===== src/rtl/mod_clkgen_nphase.sv =====
`default_nettype none
// ============================================================================
//  Module   : mod_clkgen_nphase
//  Purpose  : N-phase modulation clock generator. A prescaler produces step
//             ticks; a step counter sweeps 2**PHASE_W steps per output period.
//             Each channel is high while its phase-shifted step lies in the
//             first half-period, excluding a leading dead-time window.
//             Configuration is double-buffered and only swapped at period
//             boundaries or on run entry, so outputs never produce runts.
//  Revision : 1.0  initial release
// ============================================================================
module mod_clkgen_nphase #(
    parameter int NUM_CH   = 3,
    parameter int DIV_W    = 16,
    parameter int PHASE_W  = 5,
    parameter int DEF_DIV  = 0,
    parameter int DEF_DEAD = 1
) (
    input  logic                        USER_CLOCK,
    input  logic                        RESET,
    input  logic                        ENABLE,
    input  logic                        CFG_VALID,
    output logic                        CFG_READY,
    input  logic [DIV_W-1:0]            CFG_DIV,
    input  logic [PHASE_W-1:0]          CFG_DEAD,
    input  logic [NUM_CH*PHASE_W-1:0]   CFG_OFFSET,
    output logic                        CFG_DONE,
    output logic                        SYNC_OUT,
    output logic [NUM_CH-1:0]           CLK_OUT
);

    // ------------------------------------------------------------------------
    // Constants
    // ------------------------------------------------------------------------
    localparam logic [0:0]         S_IDLE      = 1'b0;
    localparam logic [0:0]         S_RUN       = 1'b1;
    localparam logic [PHASE_W-1:0] C_LAST_STEP = {PHASE_W{1'b1}};
    localparam logic [DIV_W-1:0]   C_DEF_DIV   = DIV_W'(DEF_DIV);
    localparam logic [PHASE_W-1:0] C_DEF_DEAD  = PHASE_W'(DEF_DEAD);

    // ------------------------------------------------------------------------
    // State, counters and configuration registers
    // ------------------------------------------------------------------------
    logic [0:0]                  state_q,     state_d;
    logic [DIV_W-1:0]            presc_q,     presc_d;
    logic [PHASE_W-1:0]          step_q,      step_d;

    logic [DIV_W-1:0]            act_div_q,   act_div_d;
    logic [PHASE_W-1:0]          act_dead_q,  act_dead_d;
    logic [NUM_CH*PHASE_W-1:0]   act_off_q,   act_off_d;

    logic                        pend_vld_q,  pend_vld_d;
    logic [DIV_W-1:0]            pend_div_q,  pend_div_d;
    logic [PHASE_W-1:0]          pend_dead_q, pend_dead_d;
    logic [NUM_CH*PHASE_W-1:0]   pend_off_q,  pend_off_d;

    logic [NUM_CH-1:0]           clk_out_q,   clk_out_d;
    logic                        sync_q,      sync_d;
    logic                        cfg_done_q,  cfg_done_d;

    // ------------------------------------------------------------------------
    // Combinational control wires
    // ------------------------------------------------------------------------
    logic                        w_run;       // FSM currently in RUN
    logic                        w_start;     // IDLE -> RUN this cycle
    logic                        w_tick;      // prescaler terminal count
    logic                        w_boundary;  // last tick of the period
    logic                        w_accept;    // new configuration captured
    logic                        w_apply;     // pending configuration activated
    logic                        w_dead_ok;   // dead time leaves a non-empty window
    logic [NUM_CH-1:0]           w_win;       // per-channel "inside high window"

    // ------------------------------------------------------------------------
    // FSM: state register
    // ------------------------------------------------------------------------
    // Holds the run/idle state; reset forces IDLE immediately.
    always_ff @(posedge USER_CLOCK) begin
        if (RESET) begin
            state_q <= S_IDLE;
        end else begin
            state_q <= state_d;
        end
    end

    // ------------------------------------------------------------------------
    // FSM: next-state logic
    // ------------------------------------------------------------------------
    // Start immediately on ENABLE; stop only once the running period ends so
    // that a disable request never truncates an output pulse.
    always_comb begin
        state_d = state_q;
        case (state_q)
            S_IDLE: begin
                if (ENABLE) begin
                    state_d = S_RUN;
                end
            end
            S_RUN: begin
                if (w_boundary && !ENABLE) begin
                    state_d = S_IDLE;
                end
            end
            default: begin
                state_d = S_IDLE;
            end
        endcase
    end

    // ------------------------------------------------------------------------
    // FSM: output decode
    // ------------------------------------------------------------------------
    // Derives the timing strobes that steer the datapath from the state.
    always_comb begin
        w_run      = (state_q == S_RUN);
        w_start    = (state_q == S_IDLE) && ENABLE;
        w_tick     = w_run && (presc_q == act_div_q);
        w_boundary = w_tick && (step_q == C_LAST_STEP);
    end

    // ------------------------------------------------------------------------
    // Prescaler and step counter
    // ------------------------------------------------------------------------
    // Prescaler counts 0..div and wraps on tick; step advances per tick and
    // wraps naturally at 2**PHASE_W. Both sit at zero whenever not running,
    // which also makes the first RUN cycle begin at step 0.
    always_comb begin
        presc_d = '0;
        step_d  = '0;
        if (w_run) begin
            if (w_tick) begin
                presc_d = '0;
                step_d  = step_q + PHASE_W'(1);
            end else begin
                presc_d = presc_q + DIV_W'(1);
                step_d  = step_q;
            end
        end
    end

    // Counter registers.
    always_ff @(posedge USER_CLOCK) begin
        if (RESET) begin
            presc_q <= '0;
            step_q  <= '0;
        end else begin
            presc_q <= presc_d;
            step_q  <= step_d;
        end
    end

    // ------------------------------------------------------------------------
    // Configuration handshake and double buffering
    // ------------------------------------------------------------------------
    // A configuration is captured only when the pending slot is free. It is
    // activated at a period boundary or on run entry; an idle generator keeps
    // it pending. Accept and apply in one cycle would activate the older
    // pending value while the new one stays queued.
    always_comb begin
        w_accept    = CFG_VALID && !pend_vld_q;
        w_apply     = pend_vld_q && (w_boundary || w_start);

        pend_vld_d  = w_accept || (pend_vld_q && !w_apply);
        pend_div_d  = pend_div_q;
        pend_dead_d = pend_dead_q;
        pend_off_d  = pend_off_q;
        if (w_accept) begin
            pend_div_d  = CFG_DIV;
            pend_dead_d = CFG_DEAD;
            pend_off_d  = CFG_OFFSET;
        end

        act_div_d   = act_div_q;
        act_dead_d  = act_dead_q;
        act_off_d   = act_off_q;
        if (w_apply) begin
            act_div_d   = pend_div_q;
            act_dead_d  = pend_dead_q;
            act_off_d   = pend_off_q;
        end

        cfg_done_d  = w_apply;
    end

    // Configuration registers; reset restores the default timing and drops
    // anything still waiting in the pending slot.
    always_ff @(posedge USER_CLOCK) begin
        if (RESET) begin
            pend_vld_q  <= 1'b0;
            pend_div_q  <= '0;
            pend_dead_q <= '0;
            pend_off_q  <= '0;
            act_div_q   <= C_DEF_DIV;
            act_dead_q  <= C_DEF_DEAD;
            act_off_q   <= '0;
            cfg_done_q  <= 1'b0;
        end else begin
            pend_vld_q  <= pend_vld_d;
            pend_div_q  <= pend_div_d;
            pend_dead_q <= pend_dead_d;
            pend_off_q  <= pend_off_d;
            act_div_q   <= act_div_d;
            act_dead_q  <= act_dead_d;
            act_off_q   <= act_off_d;
            cfg_done_q  <= cfg_done_d;
        end
    end

    // ------------------------------------------------------------------------
    // Per-channel phase window
    // ------------------------------------------------------------------------
    // A dead time of half a period or more leaves no room for a high phase.
    assign w_dead_ok = !act_dead_q[PHASE_W-1];

    // rel = step - offset wraps modulo 2**PHASE_W. The channel is high for
    // dead <= rel < STEPS/2; the upper bound is simply rel's MSB being clear.
    // Channels half a period apart therefore cover disjoint windows, and any
    // dead time >= 1 inserts a gap at each hand-over.
    generate
        for (genvar k = 0; k < NUM_CH; k++) begin : g_ch
            logic [PHASE_W-1:0] w_off;
            logic [PHASE_W-1:0] w_rel;

            assign w_off    = act_off_q[k*PHASE_W +: PHASE_W];
            assign w_rel    = step_q - w_off;
            assign w_win[k] = w_dead_ok
                              && (w_rel >= act_dead_q)
                              && !w_rel[PHASE_W-1];
        end
    endgenerate

    // ------------------------------------------------------------------------
    // Output registers
    // ------------------------------------------------------------------------
    // Outputs follow the step counter by one cycle; idle forces them low and
    // the sync strobe marks the cycle after each period boundary.
    always_comb begin
        clk_out_d = w_run ? w_win : '0;
        sync_d    = w_boundary;
    end

    // Output flops; reset clears them on the very next edge.
    always_ff @(posedge USER_CLOCK) begin
        if (RESET) begin
            clk_out_q <= '0;
            sync_q    <= 1'b0;
        end else begin
            clk_out_q <= clk_out_d;
            sync_q    <= sync_d;
        end
    end

    assign CLK_OUT   = clk_out_q;
    assign SYNC_OUT  = sync_q;
    assign CFG_DONE  = cfg_done_q;
    assign CFG_READY = !pend_vld_q;

endmodule
`default_nettype wire


===== config.mk =====
export PLATFORM = sky130hd
export DESIGN_NAME = mod_clkgen_nphase
export DESIGN_NICKNAME = d
export VERILOG_FILES = /design/src/rtl/mod_clkgen_nphase.sv
export SDC_FILE = /design/constraint.sdc
export NUM_CORES = 1
export LEC_CHECK = 0
export CORE_MARGIN = 3
export CORE_UTILIZATION = 45
export DETAILED_ROUTE_END_ITERATION = 10
export GPL_TIMING_DRIVEN = 0
export PLACE_DENSITY = 0.72
export SYNTH_ARGS = -nofsm -noshare
export SYNTH_HDL_FRONTEND = slang
export SYNTH_SLANG_ARGS = --single-unit

===== constraint.sdc =====
create_clock -name USER_CLOCK -period 2.9 [get_ports USER_CLOCK]
set_clock_uncertainty 0.2 [all_clocks]
set_input_delay 0.725 -clock USER_CLOCK [delete_from_list [all_inputs] [get_ports USER_CLOCK]]
set_output_delay 0.725 -clock USER_CLOCK [all_outputs]
set_load 0.02 [all_outputs]

==> run_results.csv <==
group,metric,value,unit
synth,syn_area_per_cell,8.40,sq um
drt,routed_wl,9710,um
synth,synth-edff-count,0,
placement,dp_hpwl,7390,um
worst_setup_path,crit_type,"reg2reg",
synth,synth_cell_types,31,
drt,drtIter0Drc,108,
global_routing,grt_pass1_wl,16500,um
global_routing,grtUsageMet3,0.0340,
worst_setup_path,endpoint_kind,"register",
synth,synthXorXnorAreaFrac,0.0877,
clock_tree,htreeDepth,3,
synth,synth_top_family_by_area,"simple AND/OR/NAND/NOR gates",
worst_setup_path,start_kind,"register",
synth,syn-instance-count,535,
die,die_w,106,um
worst_setup_path,regToRegEndpoint,"act_off_q[3]",
placement,io_buffers,45,
timing,setup_tns,0,ns
power,powerDensity,532,nW/um^2
drt,num_vias,3625,
min_path,min_from,"pend_div_q[8]",
global_routing,grt_start_max_net_pins,17,
worst_setup_path,required,2.92,ns
clock_tree,cts-hold-fix-buffers,0,
global_routing,grt_usage,0.182,
clock_tree,clockRootBuffer,"clkbuf_8",
min_path,hold_depth,2,
min_path,holdPathEnd,"act_div_q[8]",
drt,ant_nets,0,
timing,period_minus_slack,2.54,ns
timing,fmax,393,MHz
min_path,hold_class,"reg2reg",
timing,hold_slack,0.256,ns
die,die_h,106,um
clock_tree,cts_made_buffers,9,
timing,setup_slack,0.355,ns
clock_tree,cts_tree,"done",
drt,firstDrtPassIters,5,
timing,tightestPinTransition,0.604,ns
timing,slew_headroom,0.594,
run,cap_violations,0,
clock_tree,path_clk_slew,0.10,ns
timing,grt_setup_unrepaired,"no",
synth,synthAdderAreaFrac,0.0969,
synth,synth-seq-cells,100,
global_routing,antenna_found_initial,0,
placement,place_ws,0.0659,ns
synth,synth_fp_nets,608,
clock_tree,ctsLongestPathBuffers,2,
synth,synthArstFlopShare,0,
timing,setup_viol,0,
worst_setup_path,arrival,2.57,ns
timing,drv_slew,0,
finish,diodes,0,
synth,yosysWarnings,0,
finish,area_growth,19.1,%
synth,synth_flop_cell,"dfxtp_1",
clock_tree,clock_latency,0.36,ns
die,start_util,0.475,
global_routing,grt_pass1_vias,3554,
placement,gp_routability_congestion,0.790,
clock_tree,cts_resized,0,
drt,via_per_inst,5.01,
die,dieArea,11200,sq um
worst_setup_path,reg2reg_slack,0.36,ns
worst_setup_path,rr_startpoint,"presc_q[8]",
finish,final_core_util,0.566,
finish,drive_gt1_frac,0.0471,
synth,synth_mux_area_frac,0.00446,
drt,wl_per_cell,13.4,um
synth,synth_area,4490,sq um
drt,drcViolationCount,0,
clock_tree,cts.sinks,100,
synth,synth-compound-area-share,0.121,
global_routing,overflow,0,
global_routing,top_usage_layer,"met2",
worst_setup_path,r2r_cells,7,
global_routing,grt_util_met2,0.302,
clock_tree,post_cts.repair.setup_buffers,0,
die,core,9460,sq um
die,num_rows,35,
synth,yosysSeqAreaShare,0.446,
power,peakVddDrop,0.273,mV
global_routing,grtUsageMet1,0.242,
finish,nNetsFinal,664,
die,ios,46,
timing,hold_viol_final,0,
power,total_leakage_power,1.95,nW
worst_setup_path,path_max_fanout,10,
synth,synthSimpleGateAreaFrac,0.197,
status,status,"finished clean",
timing,fin_crit_sh,0.878,
==> Yosys cell counts, types with 3 or more instances <==
library cell | number | area share
and3_1 | 3 | 0.0042
clkbuf_1 | 13 | 0.011
a21oi_1 | 81 | 0.090
buf_1 | 4 | 0.0033
nor4_1 | 3 | 0.0042
nand2_1 | 149 | 0.12
dfxtp_1 | 100 | 0.45
fa_1 | 3 | 0.013
inv_1 | 19 | 0.016
buf_6 | 4 | 0.010
a21o_1 | 15 | 0.025
xnor2_1 | 33 | 0.064
nand4_1 | 8 | 0.011
nand3_1 | 5 | 0.0056
nand2b_1 | 4 | 0.0056
ha_1 | 30 | 0.084
xor2_1 | 12 | 0.023
nor2_1 | 31 | 0.026
buf_2 | 3 | 0.0033
==> sequential cells by signal (all words and copies together), names as in the netlist <==
signal,cells
act_div_q,16
pend_div_q,16
presc_q,16
act_off_q,15
pend_off_q,15
act_dead_q,5
pend_dead_q,5
step_q,5
CLK_OUT,3
CFG_DONE,1
SYNC_OUT,1
pend_vld_q,1
state_q,1
==> how the worst max path moves through the flow <==
stage | startpoint | end | slack [ns]
2_1_floorplan | step_q[0] | CLK_OUT[1] | 0.55
3_3_place_gp | RESET | presc_q[13] | 0.05
3_5_place_dp | RESET | presc_q[7] | 0.07
4_1_cts | presc_q[4] | act_off_q[3] | 0.36
5_1_grt | step_q[0] | CLK_OUT[0] | 0.18
6_report | presc_q[8] | act_off_q[3] | 0.36
==> cell usage in the layout, fill, tap and decap left out, types with 3 or more instances in the layout <==
| master | instances |
|---|---|
| and3_1 | 3 |
| dfxtp_1 | 100 |
| buf_6 | 4 |
| nor2_1 | 31 |
| nand2b_1 | 4 |
| clkdlybuf4s50_1 | 45 |
| nor4_1 | 3 |
| buf_2 | 3 |
| ha_1 | 30 |
| clkbuf_8 | 10 |
| a21oi_1 | 81 |
| xor2_1 | 12 |
| clkbuf_1 | 13 |
| nand3_1 | 5 |
| fa_1 | 3 |
| a21o_1 | 15 |
| inv_1 | 19 |
| buf_1 | 4 |
| nand4_1 | 8 |
| xnor2_1 | 33 |
| bufinv_16 | 3 |
| nand2_1 | 149 |
==> through the flow <==
| stage | power (W) | instance area, sq um | std cells |
|---|---|---|---|
| global route | 0.00297 | 5350 | 724 |
| finish | 0.00285 | 5350 | 724 |
| floorplan | 0.00168 | 4490 | 535 |
| CTS | 0.00287 | 5350 | 724 |
| detailed placement | 0.00180 | 5100 | 709 |
| global placement | 0.00179 | 5100 | 709 |
==> final cells by class <==
cell class              instances  area (sq um)
well taps                     129           161
fillers                       900          4110
repair buffers                 45           450
clock inverters                 5           108
clock buffers                  10           138
inverters                      20          75.1
multi-input cells             389          2280
flip-flops and latches        100          2000
plain buffers                  26           139
==> critical path, stage by stage, from the launching register on <==
cell,delay [ns]
dfxtp_1,0.46
xnor2_1,0.15
nand4_1,0.15
nor4_4,0.59
a41oi_2,0.39
buf_2,0.30
nand2_1,0.08
a21oi_1,0.07
==> power by group <==
group	internal [W]	total (W)	switching, W	leakage [nW]
clock	0.000597	0.00108	0.000480	0.123
sequential	0.00142	0.00145	0.0000302	0.813
combinational	0.000163	0.000325	0.000162	1.02
==> per-layer routing <==
metal	vias to the layer above	wire length (um)
met3	8	416
li1	1858	-
met1	1689	4650
met5	-	0
met2	70	4540
met4	0	105
==> logic make-up after synthesis <==
| logic type | after synthesis |
|---|---|
| and+or+nand+nor | 211 |
| DFF | 100 |
| AOI/OAI and AO/OA | 98 |
| buffers and inverters | 46 |
| xor gates and xnor gates | 45 |
| adders and majority gates | 33 |
| muxes | 2 |
Power figures use the tool's default switching activity.
